<file path="config.mk">
export PLATFORM = sky130hd
export DESIGN_NAME = spi_reg_target
export DESIGN_NICKNAME = d
export VERILOG_FILES = /design/src/rtl/spi_pkg.sv /design/src/rtl/sync_edge.sv /design/src/rtl/spi_reg_target.sv
export SDC_FILE = /design/constraint.sdc
export NUM_CORES = 1
export LEC_CHECK = 0
export BUFFER_PORTS_ARGS = -buffer_cell sky130_fd_sc_hd__buf_2
export CAP_MARGIN = 20
export CORE_MARGIN = 5
export CORE_UTILIZATION = 49
export DETAILED_ROUTE_END_ITERATION = 12
export PLACE_DENSITY = 0.75
export SYNTH_ARGS = -nofsm -noshare
export SYNTH_HDL_FRONTEND = slang
export SYNTH_SLANG_ARGS = --single-unit
</file>
<file path="constraint.sdc">
create_clock -name clk -period 1.9 [get_ports clk]
set_clock_uncertainty 0.05 [all_clocks]
set_input_delay 0.475 -clock clk [delete_from_list [all_inputs] [get_ports clk]]
set_output_delay 0.475 -clock clk [all_outputs]
set_load 0.1 [all_outputs]
</file>
<file path="src/rtl/spi_pkg.sv">
// rtl/spi_pkg.sv - shared widths, opcodes and FSM states for the SPI register target
//
// Purpose: frame geometry and encodings used by spi_reg_target.
// Contents: SPI_ADDR_WIDTH / SPI_DATA_WIDTH system widths, derived frame and
//           bit-counter widths, OP_WR / OP_RD opcodes, spi_state_e FSM states,
//           op_is_legal() helper.
package spi_pkg;

  localparam int SPI_ADDR_WIDTH  = 8;
  localparam int SPI_DATA_WIDTH  = 18;
  localparam int SPI_FRAME_WIDTH = SPI_ADDR_WIDTH + SPI_DATA_WIDTH + 3;
  localparam int SPI_CNT_WIDTH   = $clog2(SPI_FRAME_WIDTH);

  localparam logic [1:0] OP_WR = 2'b10;
  localparam logic [1:0] OP_RD = 2'b01;

  typedef enum logic [2:0] {
    ST_IDLE,
    ST_OP,
    ST_ADDR,
    ST_TURN,
    ST_DATA,
    ST_DONE,
    ST_SKIP
  } spi_state_e;

  function automatic logic op_is_legal(input logic [1:0] op);
    return (op == OP_WR) || (op == OP_RD);
  endfunction

endpackage

</file>
<file path="src/rtl/sync_edge.sv">
// rtl/sync_edge.sv - 2-flop synchroniser with rise/fall detect on the synchronised level
//
// Purpose: brings an asynchronous pin into the clk domain and flags its edges.
// Ports:
//   clk_i    core clock
//   rst_ni   asynchronous active-low reset
//   d_i      asynchronous input
//   rise_o   one-cycle pulse on a synchronised 0->1 transition
//   fall_o   one-cycle pulse on a synchronised 1->0 transition
module sync_edge #(
  parameter logic RST_VAL = 1'b0
) (
  input  logic clk_i,
  input  logic rst_ni,
  input  logic d_i,
  output logic rise_o,
  output logic fall_o
);

  logic meta_q;
  logic sync_q;
  logic prev_q;

  always_ff @(posedge clk_i or negedge rst_ni) begin
    if (!rst_ni) begin
      meta_q <= RST_VAL;
      sync_q <= RST_VAL;
      prev_q <= RST_VAL;
    end else begin
      meta_q <= d_i;
      sync_q <= meta_q;
      prev_q <= sync_q;
    end
  end

  assign rise_o = sync_q & ~prev_q;
  assign fall_o = ~sync_q & prev_q;

endmodule

</file>
<file path="src/rtl/spi_reg_target.sv">
// rtl/spi_reg_target.sv - SPI target converting each host frame into one register write or read
//
// Purpose: oversamples SCK/CSN/MOSI on clk, decodes {op, addr, turn, data}
//          frames MSB first, issues reg_wr_en / reg_rd_en strobes and shifts
//          read data back on MISO.
// Ports:
//   clk, rst_n            core clock, asynchronous active-low reset
//   spi_clk, spi_csn,     host SPI pins (asynchronous to clk)
//   spi_mosi
//   spi_miso, spi_miso_oe target data out and pad enable
//   reg_wr_en, reg_rd_en  one-cycle register strobes
//   reg_addr, reg_wdata   register address / write data (held after strobe)
//   reg_rdata             read data, sampled one clk after reg_rd_en
//   busy                  frame in progress (CSN fall detect to CSN rise detect)
//   frame_err             one-cycle pulse on illegal opcode or short frame
module spi_reg_target
  import spi_pkg::*;
#(
  parameter int ADDR_W = SPI_ADDR_WIDTH,
  parameter int DATA_W = SPI_DATA_WIDTH
) (
  input  logic              clk,
  input  logic              rst_n,
  input  logic              spi_clk,
  input  logic              spi_csn,
  input  logic              spi_mosi,
  output logic              spi_miso,
  output logic              spi_miso_oe,
  output logic              reg_wr_en,
  output logic              reg_rd_en,
  output logic [ADDR_W-1:0] reg_addr,
  output logic [DATA_W-1:0] reg_wdata,
  input  logic [DATA_W-1:0] reg_rdata,
  output logic              busy,
  output logic              frame_err
);

  localparam int FRAME_W = ADDR_W + DATA_W + 3;
  localparam int CNT_W   = $clog2(FRAME_W);

  // Bit-counter values at which each field receives its final bit.
  localparam logic [CNT_W-1:0] CNT_OP_LAST   = CNT_W'(1);
  localparam logic [CNT_W-1:0] CNT_ADDR_LAST = CNT_W'(ADDR_W + 1);
  localparam logic [CNT_W-1:0] CNT_DATA_LAST = CNT_W'(FRAME_W - 1);

  logic sck_rise, sck_fall;
  logic csn_rise, csn_fall;
  logic mosi_meta_q, mosi_s_q;

  // SCK idles low.
  sync_edge #(.RST_VAL(1'b0)) u_sck_sync (
    .clk_i  (clk),
    .rst_ni (rst_n),
    .d_i    (spi_clk),
    .rise_o (sck_rise),
    .fall_o (sck_fall)
  );

  // CSN resets to "low" so that a CSN already low when reset releases never
  // looks like a fall; a frame only starts after CSN has been seen high.
  sync_edge #(.RST_VAL(1'b0)) u_csn_sync (
    .clk_i  (clk),
    .rst_ni (rst_n),
    .d_i    (spi_csn),
    .rise_o (csn_rise),
    .fall_o (csn_fall)
  );

  // MOSI has the same two-flop delay as SCK, so it is aligned with sck_rise.
  always_ff @(posedge clk or negedge rst_n) begin
    if (!rst_n) begin
      mosi_meta_q <= 1'b0;
      mosi_s_q    <= 1'b0;
    end else begin
      mosi_meta_q <= spi_mosi;
      mosi_s_q    <= mosi_meta_q;
    end
  end

  spi_state_e        state_q;
  logic [CNT_W-1:0]  cnt_q;
  logic [1:0]        op_q;
  logic [ADDR_W-1:0] addr_sr_q;
  logic [DATA_W-1:0] data_sr_q;
  logic [DATA_W-1:0] tx_sr_q;
  logic              wr_pend_q, rd_pend_q;
  logic              wr_en_q, rd_en_q;
  logic [ADDR_W-1:0] reg_addr_q;
  logic [DATA_W-1:0] reg_wdata_q;
  logic              miso_q;
  logic              busy_q;
  logic              frame_err_q;

  always_ff @(posedge clk or negedge rst_n) begin
    if (!rst_n) begin
      state_q     <= ST_IDLE;
      cnt_q       <= '0;
      op_q        <= 2'b00;
      addr_sr_q   <= '0;
      data_sr_q   <= '0;
      tx_sr_q     <= '0;
      wr_pend_q   <= 1'b0;
      rd_pend_q   <= 1'b0;
      wr_en_q     <= 1'b0;
      rd_en_q     <= 1'b0;
      reg_addr_q  <= '0;
      reg_wdata_q <= '0;
      miso_q      <= 1'b0;
      busy_q      <= 1'b0;
      frame_err_q <= 1'b0;
    end else begin
      // Strobes are requested one cycle after the final field bit lands in
      // the shift register, then presented together with the latched values.
      wr_pend_q   <= 1'b0;
      rd_pend_q   <= 1'b0;
      wr_en_q     <= wr_pend_q;
      rd_en_q     <= rd_pend_q;
      frame_err_q <= 1'b0;

      if (wr_pend_q) begin
        reg_addr_q  <= addr_sr_q;
        reg_wdata_q <= data_sr_q;
      end
      if (rd_pend_q) begin
        reg_addr_q <= addr_sr_q;
      end
      if (rd_en_q) begin
        tx_sr_q <= reg_rdata;
      end

      if (csn_rise) begin
        if (state_q inside {ST_OP, ST_ADDR, ST_TURN, ST_DATA}) begin
          frame_err_q <= 1'b1;
        end
        state_q <= ST_IDLE;
        busy_q  <= 1'b0;
        miso_q  <= 1'b0;
      end else begin
        case (state_q)
          ST_IDLE: begin
            if (csn_fall) begin
              state_q <= ST_OP;
              cnt_q   <= '0;
              busy_q  <= 1'b1;
            end
          end
          ST_OP: begin
            if (sck_rise) begin
              op_q  <= {op_q[0], mosi_s_q};
              cnt_q <= cnt_q + CNT_W'(1);
              if (cnt_q == CNT_OP_LAST) begin
                if (op_is_legal({op_q[0], mosi_s_q})) begin
                  state_q <= ST_ADDR;
                end else begin
                  state_q     <= ST_SKIP;
                  frame_err_q <= 1'b1;
                end
              end
            end
          end
          ST_ADDR: begin
            if (sck_rise) begin
              addr_sr_q <= {addr_sr_q[ADDR_W-2:0], mosi_s_q};
              cnt_q     <= cnt_q + CNT_W'(1);
              if (cnt_q == CNT_ADDR_LAST) begin
                state_q   <= ST_TURN;
                rd_pend_q <= (op_q == OP_RD);
              end
            end
          end
          ST_TURN: begin
            if (sck_rise) begin
              cnt_q   <= cnt_q + CNT_W'(1);
              state_q <= ST_DATA;
            end
          end
          ST_DATA: begin
            if (sck_rise) begin
              data_sr_q <= {data_sr_q[DATA_W-2:0], mosi_s_q};
              if (cnt_q == CNT_DATA_LAST) begin
                // Counter stops here, so it saturates in DONE.
                state_q   <= ST_DONE;
                wr_pend_q <= (op_q == OP_WR);
                miso_q    <= 1'b0;
              end else begin
                cnt_q <= cnt_q + CNT_W'(1);
              end
            end
            // The first fall in DATA ends the turnaround bit and presents the
            // read data MSB; each later fall advances one bit.
            if (sck_fall && op_q == OP_RD) begin
              miso_q  <= tx_sr_q[DATA_W-1];
              tx_sr_q <= {tx_sr_q[DATA_W-2:0], 1'b0};
            end
          end
          default: begin
            // DONE / SKIP: ignore SCK until CSN rises.
          end
        endcase
      end
    end
  end

  assign spi_miso    = miso_q;
  assign spi_miso_oe = busy_q;
  assign reg_wr_en   = wr_en_q;
  assign reg_rd_en   = rd_en_q;
  assign reg_addr    = reg_addr_q;
  assign reg_wdata   = reg_wdata_q;
  assign busy        = busy_q;
  assign frame_err   = frame_err_q;

endmodule
</file>
==> results.sh, run 1 <==
export IMPL_die_y_um=99.8
export IMPL_yosys_top_cells_area="dfrtp_1 60%, mux2_2 15%, mux2i_1 5.6%"
export IMPL_ys_seq_area_share_pct=60.2
export IMPL_yosysTopAreaCell="dfrtp_1"
export IMPL_grt_pass1_vias=2602
export IMPL_first_pass_iters=6
export IMPL_ys_warnings_count=0
export IMPL_use_met2_pct=24.6
export IMPL_area_delta_synth_final_pct=20.4
export IMPL_max_freq_mhz=525
export IMPL_seq_area_sq_mm=0.00238
export IMPL_drive_gt1_share_pct=42.7
export IMPL_maxSlewViolCount=0
export IMPL_clock_sinks=95
export IMPL_layout_setup_ws_ps=-3.97
export IMPL_setup_violations_final=1
export IMPL_hpwlAfterDp_um=4990
export IMPL_wirelength_um=7170
export IMPL_worstRegToRegCells=7
export IMPL_crit_path_end_kind="flip-flop"
export IMPL_io_buffers=54
export IMPL_start_util_pct=50.6
export IMPL_powerDensity_mw_per_mm2=1120
export IMPL_synth_top_cell_area_share_pct=60.2
export IMPL_grt_use_met3_pct=4.52
export IMPL_period_share_pct=100
export IMPL_wl_per_cell_um=15.0
export IMPL_cts_root_buf="clkbuf_8"
export IMPL_syn_nets=327
export IMPL_htreeDepth=3
export IMPL_synth_edf_count=0
export IMPL_hold_path_class="in2reg"
export IMPL_grt_remaining_overflow=0
export IMPL_die_area_sq_mm=0.00996
export IMPL_diodes=0
export IMPL_setup_worst_path_class="reg2reg"
export IMPL_p_total_w=0.00533
export IMPL_fin_crit_ps=1900
export IMPL_grt_max_degree=46
export IMPL_syn_avg_cell_area_sq_um=13.2
export IMPL_core_area_sq_mm=0.00781
export IMPL_run_status="complete, but fails checks"
export IMPL_syn_area_sq_mm=0.00395
export IMPL_dp_slack_ps=-1.94
export IMPL_ys_ff_latch=95
export IMPL_antenna_found_initial=0
export IMPL_clk_path_buf_depth=2
export IMPL_die_width_um=99.8
export IMPL_drc_errors=0
export IMPL_max_cap_violations=0
export IMPL_hold_depth=1
export IMPL_multi_input_area_sq_mm=0.00151
export IMPL_track_usage_pct=15.5
export IMPL_grt_use_met1_pct=20.4
export IMPL_synthFlopType="dfrtp_1"
export IMPL_dr_total_vias=2478
export IMPL_async_reset_ff_share_pct=100
export IMPL_cts_made_buffers=9
export IMPL_drtAntennaViolNets=0
export IMPL_cp_start_kind="flip-flop"
export IMPL_hold_viol_final=0
export IMPL_rsz0062_at_grt="yes"
export IMPL_clk_pin_slew_ps=100
export IMPL_synth_cell_types=39
export IMPL_synthCells=299
export IMPL_gp_congestion=0.925
export IMPL_num_nets_final=400
export IMPL_violations="negative setup slack"
export IMPL_ir_drop_mv=1.13
export IMPL_worst_slew_pin_slew_ps=489
export IMPL_rows=32
export IMPL_cp_arrival_ps=2140
export IMPL_ios=55
export IMPL_fill_cells=613
export IMPL_power_leakage_nw=2.28
export IMPL_via_per_inst=5.17
export IMPL_slew_headroom_pct=67.6
export IMPL_cp_required_ps=2130
export IMPL_cts_tree="done"
export IMPL_worstPathMaxFanout=3
export IMPL_worstSkewPairLatency_ps=360
export IMPL_grt_busiest_layer="met2"
export IMPL_drt_initial_drc_count=125
export IMPL_grt_pass1_wl_um=12400
export IMPL_fin_tns_setup_ps=-3.97
## cells in the mapped netlist, types with 2 or more instances
master	n
nand4_1	2
or4_1	2
mux2i_1	22
o22ai_1	3
nand2_1	26
ha_1	5
nand3_1	5
xnor2_1	2
nor4bb_1	2
nor4_1	2
a21oi_1	2
mux2_2	54
nor3_1	2
nor2_1	10
o21ai_0	22
buf_2	7
dfrtp_1	95
clkbuf_1	6
inv_1	6
nand2b_1	5
## flip-flops by register name, summed over array words and instances (netlist names), 2 cells and up
| register | count |
|---|---|
| tx_sr_q | 18 |
| data_sr_q | 18 |
| reg_wdata | 18 |
| state_q | 3 |
| addr_sr_q | 8 |
| op_q | 2 |
| cnt_q | 5 |
| reg_addr | 8 |
## routing by layer
| layer | vias up | share of wire, % |
|---|---|---|
| met5 | - | 0 |
| met4 | 0 | 1.4 |
| met3 | 10 | 4.7 |
| met2 | 53 | 48 |
| met1 | 1210 | 46 |
| li1 | 1205 | - |
## cell type report
type | instances | share of cell area, %
Sequential cell | 95 | 50.0
Multi-Input combinational cell | 183 | 31.7
Inverter | 6 | 0.473
Tap cell | 102 | 2.68
Clock buffer | 9 | 2.60
Clock inverter | 7 | 2.05
Timing Repair Buffer | 77 | 10.5
## kinds of logic after synthesis
family	Yosys count	share of synthesized area (%)
fa+ha+maj	5	1.58
mux	76	21.0
xor+xnor	3	0.665
flops	95	60.2
buf+inv	21	2.31
simple gates	64	8.68
compound gates	35	5.61
## metrics by stage
stage / instances / instance area [sq um] / hold WS [ps] / utilization, %
after floorplan: 299 / 3960 / 129 / -
after global routing: 479 / 4760 / 152 / 60.9
after detailed placement: 455 / 4450 / 285 / 57.0
after CTS: 474 / 4700 / 159 / 60.2
after global placement: 455 / 4450 / 287 / 57.0
final: 479 / 4760 / 168 / 60.9
## power breakdown
part	total (W)	internal (W)	leakage, nW	switching (W)
Combinational	0.00137	0.000567	0.964	0.000801
Sequential	0.00254	0.00229	1.21	0.000249
Clock	0.00142	0.000654	0.113	0.000767
Total	0.00533	0.00351	2.28	0.00182
## path summary, 6_finish.rpt
| kind | startpoint | to | slack (ps) |
|---|---|---|---|
| worst max-delay path | cnt_q[1] | state_q[1] | -4 |
| max in group asynchronous | rst_n | reg_rd_en | 890 |
| worst max register to register | cnt_q[1] | state_q[1] | -4 |
| min in group asynchronous | rst_n | tx_sr_q[5] | 440 |
| worst min-delay path | spi_mosi | mosi_meta_q | 170 |
| worst min register to register | u_sck_sync.meta_q | u_sck_sync.sync_q | 300 |
## layout by cell type (no fill, tap or decap), drive strengths merged, types with 3 or more instances in the layout
cell type / Yosys / final
o22ai: 3 / 3
mux2: 54 / 54
dfrtp: 95 / 95
inv: 6 / 10
nor2: 11 / 11
mux2i: 22 / 22
nand3: 5 / 5
nand2: 26 / 26
o21ai: 22 / 22
ha: 5 / 5
clkbuf: 6 / 9
buf: 9 / 76
nand2b: 5 / 5
## critical path: stages, from the launching register on
cell	delay [ps]
dfrtp_1	400
inv_2	70
ha_1	160
nor4b_4	220
o22ai_1	110
o32a_1	190
or4_4	490
a21oi_2	130
## what timing repair did
| item | in CTS | in global routing |
|---|---|---|
| setup buffers | 2 | 5 |
| resized for setup | 0 | 8 |
| setup endpoints to repair | 1 | 10 |
| pin swaps | 0 | 2 |
| hold buffers | 1 | 0 |
| endpoints found under the hold margin | 10 | 0 |
Power figures use the tool's default switching activity.
==> run 2: changes to the inputs <==
--- a/config.mk
+++ b/config.mk
@@ -7,8 +7,10 @@
 export LEC_CHECK = 0
 export BUFFER_PORTS_ARGS = -buffer_cell sky130_fd_sc_hd__buf_2
 export CAP_MARGIN = 20
-export CORE_MARGIN = 5
+export CORE_MARGIN = 2
 export CORE_UTILIZATION = 49
+export CTS_BUF_LIST = sky130_fd_sc_hd__clkbuf_8
+export CTS_CLUSTER_SIZE = 25
 export DETAILED_ROUTE_END_ITERATION = 12
 export PLACE_DENSITY = 0.75
 export SYNTH_ARGS = -nofsm -noshare
==> run 2 against run 1 <==
Compared with the run above:
- the run still ends with negative setup slack left
- critical endpoint unchanged
- sequential power barely moved
- cell count fell by 1.3%
- worst hold slack got worse by 2.8 ps
==> results.sh, run 2 (same netlist as run 1, synthesis figures left out) <==
export IMPL_run_status="complete, but fails checks"
export IMPL_violations="negative setup slack"
export IMPL_seq_area_sq_mm=0.00238
export IMPL_grt_remaining_overflow=0
export IMPL_routed_top_layer="met4"
export IMPL_clock_sinks=95
export IMPL_layout_setup_ws_ps=-1.86
export IMPL_hpwlAfterDp_um=4550
export IMPL_die_area_sq_mm=0.00880
export IMPL_cts_root_buf="clkbuf_8"
export IMPL_area_delta_synth_final_pct=18.8
export IMPL_max_freq_mhz=526
export IMPL_powerDensity_mw_per_mm2=1110
export IMPL_track_usage_pct=16.4
export IMPL_htreeDepth=3
export IMPL_hold_path_endpoint="u_csn_sync.meta_q"
export IMPL_grt_pass1_wl_um=11400
export IMPL_clk_path_buf_depth=2
export IMPL_ir_drop_mv=1.05
export IMPL_rsz0062_at_grt="yes"
export IMPL_cts_tree="done"
export IMPL_worstRegToRegCells=6
export IMPL_routed_wl_met2_um=3040
export IMPL_clk_pin_slew_ps=90
export IMPL_hold_depth=1
export IMPL_io_buffers=54
export IMPL_grt_pass1_vias=2401
export IMPL_period_share_pct=100
export IMPL_rows=32
export IMPL_crit_path_end_kind="flip-flop"
export IMPL_first_pass_iters=4
export IMPL_drive_gt1_share_pct=40.4
export IMPL_worstHoldStart="spi_csn"
export IMPL_worst_slew_pin_slew_ps=500
export IMPL_max_cap_violations=0
export IMPL_worstSkewPairLatency_ps=360
export IMPL_m1WireLength_um=3060
export IMPL_via_per_inst=5.25
export IMPL_antenna_found_initial=0
export IMPL_cp_arrival_ps=2140
export IMPL_cts_made_buffers=9
export IMPL_multi_input_area_sq_mm=0.00150
export IMPL_rrSetupSlack_ps=-2
export IMPL_cp_required_ps=2140
export IMPL_slew_headroom_pct=66.5
export IMPL_wirelength_um=6580
export IMPL_hold_viol_final=0
export IMPL_drt_initial_drc_count=76
export IMPL_fin_crit_ps=1900
export IMPL_drc_errors=0
export IMPL_worstPathMaxFanout=3
export IMPL_rr_startpoint="cnt_q[0]"
export IMPL_wl_per_cell_um=13.9
export IMPL_wl_met3_um=317
export IMPL_gp_congestion=0.859
export IMPL_num_nets_final=394
export IMPL_final_util_pct=60.4
export IMPL_die_width_um=93.8
export IMPL_drtAntennaViolNets=0
export IMPL_grt_max_degree=42
export IMPL_crit_slowest_cell="or4_1"
export IMPL_placed_area_sq_mm=0.00444
export IMPL_layout_common_cells="94 x dfrtp_1, 54 x mux2_2, 52 x buf_2"
export IMPL_design_area_sq_mm=0.00469
export IMPL_hold_path_class="in2reg"
export IMPL_r2r_end="state_q[1]"
export IMPL_dr_total_vias=2484
export IMPL_setup_worst_path_class="reg2reg"
export IMPL_diodes=0
export IMPL_maxSlewViolCount=0
export IMPL_setup_violations_final=1
export IMPL_crit_chain="inv_1 > ha_1 > nand4_1 > o32a_1 > or4_1 > a21oi_1"
export IMPL_cpPeakStageDelay_ps=470
export IMPL_die_y_um=93.8
export IMPL_fill_cells=630
export IMPL_core_area_sq_mm=0.00777
export IMPL_power_leakage_nw=2.25
export IMPL_fin_tns_setup_ps=-1.86
export IMPL_start_util_pct=50.9
export IMPL_ios=55
export IMPL_dp_slack_ps=6.03
export IMPL_layout_commonest_cell="dfrtp_1"
export IMPL_cp_start_kind="flip-flop"
-- run 2: changes by cell type in the layout (fill, tap and decap cells not counted), moves of 2 or more --
cell,before,now
clkinvlp_4,0,2
buf_4,20,14
inv_2,3,1
inv_1,3,5
-- run 2: where the power goes --
part	total, W	switching [W]	internal [W]
logic	0.00126	0.000741	0.000522
clock network	0.00140	0.000763	0.000638
registers	0.00255	0.000257	0.00229
total	0.00521	0.00176	0.00345
-- run 2: metrics by stage --
stage / hold WS (ps) / total power, W / instances
final: 165 / 0.00521 / 473
after global routing: 158 / 0.00550 / 473
after CTS: 157 / 0.00519 / 471
after detailed placement: 285 / 0.00378 / 453
after global placement: 286 / 0.00376 / 453
after floorplan: 129 / 0.00348 / 299
-- run 2: area by class of cell --
cell class / count / share of cell area [%]
Multi-Input combinational cell: 183 / 31.9
Sequential cell: 95 / 50.7
Tap cell: 102 / 2.72
Timing Repair Buffer: 71 / 9.71
Inverter: 6 / 0.480
Clock inverter: 7 / 1.87
Clock buffer: 9 / 2.64
-- run 2: what timing repair did --
item | 4_1_cts | 5_1_grt
gates resized for setup | 0 | 4
hold endpoints to repair | 25 | 0
pin swaps | 0 | 0
buffers inserted | 1 | 2
setup endpoints to repair | 1 | 30
hold buffers | 1 | 0
-- run 2: worst max-delay path by stage --
stage / slack [ps] / cells after the start / start / endpoint
4_1_cts: 8 / 7 / cnt_q[1] / state_q[1]
3_3_place_gp: 70 / 7 / cnt_q[1] / state_q[1]
3_5_place_dp: 6 / 7 / cnt_q[1] / state_q[1]
2_1_floorplan: 30 / 7 / u_csn_sync.prev_q / data_sr_q[10]
6_report: -2 / 6 / cnt_q[0] / state_q[1]
5_1_grt: -100 / 6 / cnt_q[0] / state_q[1]
-- run 2: worst max-delay path, delay by kind of cell, from the launching register on --
kind | cells | cell delay, ps
buffers and inverters | 1 | 120
AOI/OAI and AO/OA | 2 | 480
and+or+nand+nor | 2 | 580
DFF | 1 | 430
adders and majority gates | 1 | 180
-- run 2: metal layers --
layer  vias up  track usage [%]
li1       1180                -
met5         -                0
met4         0             7.97
met3        17             2.89
met1      1223             22.8
met2        64             25.1
==> run 3: changes to the inputs <==
--- a/config.mk
+++ b/config.mk
@@ -7,7 +7,7 @@
 export LEC_CHECK = 0
 export BUFFER_PORTS_ARGS = -buffer_cell sky130_fd_sc_hd__buf_2
 export CAP_MARGIN = 20
-export CORE_MARGIN = 2
+export CORE_MARGIN = 1
 export CORE_UTILIZATION = 49
 export CTS_BUF_LIST = sky130_fd_sc_hd__clkbuf_8
 export CTS_CLUSTER_SIZE = 25
==> run 3 against run 2 <==
Compared with the run above:
- the run now ends clean
- wire length rose by 3.0%
- sequential share of layout area fell by 0.19 points
- worst hold slack improved by 8.3 ps
- flip-flop and latch count did not move
- clock-buffer cell count did not move
- die area fell by 4.2%
- core utilization rose by 0.26 points
- clock power fell by 14%
- total power fell by 2.4%
- first-iteration DRC count rose to 2.5 times the previous value
==> results.sh, run 3 (same netlist as run 1, synthesis figures left out) <==
export IMPL_ios=55
export IMPL_worst_slew_pin_slew_ps=500
export IMPL_grt_remaining_overflow=0
export IMPL_worstSkewPairLatency_ps=350
export IMPL_max_freq_mhz=528
export IMPL_rsz0062_at_grt="yes"
export IMPL_clk_path_buf_depth=2
export IMPL_ir_drop_mv=1.18
export IMPL_cp_required_ps=2140
export IMPL_period_share_pct=99.7
export IMPL_via_per_inst=5.23
export IMPL_crit_path_end_kind="flip-flop"
export IMPL_drc_errors=0
export IMPL_worstSetupStartpoint="cnt_q[1]"
export IMPL_io_buffers=54
export IMPL_core_area_sq_mm=0.00777
export IMPL_fin_crit_ps=1900
export IMPL_maxSlewViolCount=0
export IMPL_start_util_pct=50.9
export IMPL_diodes=0
export IMPL_die_area_sq_mm=0.00842
export IMPL_cpPeakStageDelay_ps=490
export IMPL_worstPathMaxFanout=3
export IMPL_drtAntennaViolNets=0
export IMPL_rows=32
export IMPL_cts_made_buffers=9
export IMPL_clk_pin_slew_ps=90
export IMPL_slew_headroom_pct=66.9
export IMPL_powerDensity_mw_per_mm2=1080
export IMPL_gp_congestion=0.928
export IMPL_rr_startpoint="cnt_q[1]"
export IMPL_track_usage_pct=17.5
export IMPL_wirelength_um=6780
export IMPL_layout_commonest_cell="dfrtp_1"
export IMPL_rrSetupSlack_ps=5
export IMPL_first_pass_iters=4
export IMPL_cp_start_kind="flip-flop"
export IMPL_die_y_um=91.8
export IMPL_layout_setup_ws_ps=4.99
export IMPL_hold_viol_final=0
export IMPL_drive_gt1_share_pct=42.4
export IMPL_grt_pass1_wl_um=11500
export IMPL_crit_chain="inv_2 > ha_4 > nor4b_4 > o22ai_1 > o32a_1 > or4_4 > a21oi_2"
export IMPL_max_cap_violations=0
export IMPL_grt_max_degree=36
export IMPL_grt_pass1_vias=2462
export IMPL_r2r_end="state_q[1]"
export IMPL_setup_worst_path_class="reg2reg"
export IMPL_fill_cells=632
export IMPL_antenna_found_initial=0
export IMPL_num_nets_final=398
export IMPL_worstRegToRegCells=7
export IMPL_hold_path_class="in2reg"
export IMPL_clock_sinks=95
export IMPL_run_status="complete, no violations"
export IMPL_crit_slowest_cell="or4_4"
export IMPL_wl_per_cell_um=14.2
export IMPL_dr_total_vias=2493
export IMPL_area_delta_synth_final_pct=19.3
export IMPL_fin_hold_ws_ps=173
export IMPL_drt_initial_drc_count=192
export IMPL_cts_tree="done"
export IMPL_cts_root_buf="clkbuf_8"
export IMPL_layout_common_cells="93 x dfrtp_1, 54 x mux2_2, 52 x buf_2"
export IMPL_power_leakage_nw=2.25
export IMPL_setup_violations_final=0
export IMPL_htreeDepth=3
export IMPL_dp_slack_ps=-49.2
export IMPL_die_width_um=91.8
export IMPL_cp_arrival_ps=2130
export IMPL_critical_path_endpoint="state_q[1]"
export IMPL_hpwlAfterDp_um=4710
==> run 3: cell count changes in the layout (fill, tap and decap cells not counted), moves of 2 or more <==
cell | previous run | this run
inv_2 | 1 | 3
buf_4 | 14 | 18
inv_6 | 0 | 2
inv_8 | 3 | 1
==> run 3: final cells by class <==
cell class	instances	area (sq um)	area share (%)
multi-input cells	183	1520	32.2
repair buffers	75	485	10.3
well taps	102	128	2.71
clock buffers	9	124	2.63
inverters	6	22.5	0.478
clock inverters	7	56.3	1.20
flip-flops and latches	95	2380	50.5
==> run 3: critical path: cells and delay by family, from the launching register on <==
family / cells / cell delay [ps]
and+or+nand+nor: 2 / 700
AOI/OAI and AO/OA: 3 / 450
DFF: 1 / 400
adders and majority gates: 1 / 130
buffers and inverters: 1 / 90
==> run 3: layer usage <==
metal	vias to the layer above	global-route usage, %	wire length (um)
li1	1201	-	-
met1	1216	23.5	3130
met2	64	27.2	3220
met3	12	3.98	293
met4	0	8.20	136
met5	-	0	0
==> run 3: power breakdown <==
part	internal, W	leakage (nW)	switching, W
clock	0.000491	0.0896	0.000710
sequential	0.00229	1.21	0.000245
combinational	0.000556	0.954	0.000792
total	0.00334	2.25	0.00175
==> run 3: worst min path at each step <==
stage / startpoint / endpoint / slack [ps] / cells past startpoint
3_3_place_gp: mosi_meta_q / mosi_s_q / 280 / 0
5_1_grt: spi_csn / u_csn_sync.meta_q / 160 / 1
2_1_floorplan: rst_n / addr_sr_q[0] / 130 / 0
4_1_cts: spi_clk / u_sck_sync.meta_q / 160 / 1
3_5_place_dp: u_sck_sync.meta_q / u_sck_sync.sync_q / 280 / 0
6_report: spi_clk / u_sck_sync.meta_q / 170 / 1
==> run 3: metrics by stage <==
stage               TNS [ps]  cell area [sq um]  util (%)  total power (W)  cells
finish                     0               4710      60.6          0.00509    477
CTS                        0               4670      60.1          0.00507    475
global placement           0               4460      57.4          0.00378    456
detailed placement     -49.2               4460      57.4          0.00383    456
global route           -66.5               4710      60.6          0.00538    477
floorplan                  0               3960         -          0.00348    299
==> run 3: what timing repair did <==
item | 4_1_cts | 5_1_grt
setup buffers | 2 | 2
endpoints found under the setup margin | 1 | 13
pin swaps | 0 | 4
gates resized for setup | 2 | 8
hold buffers | 1 | 0
endpoints found under the hold margin | 22 | 0
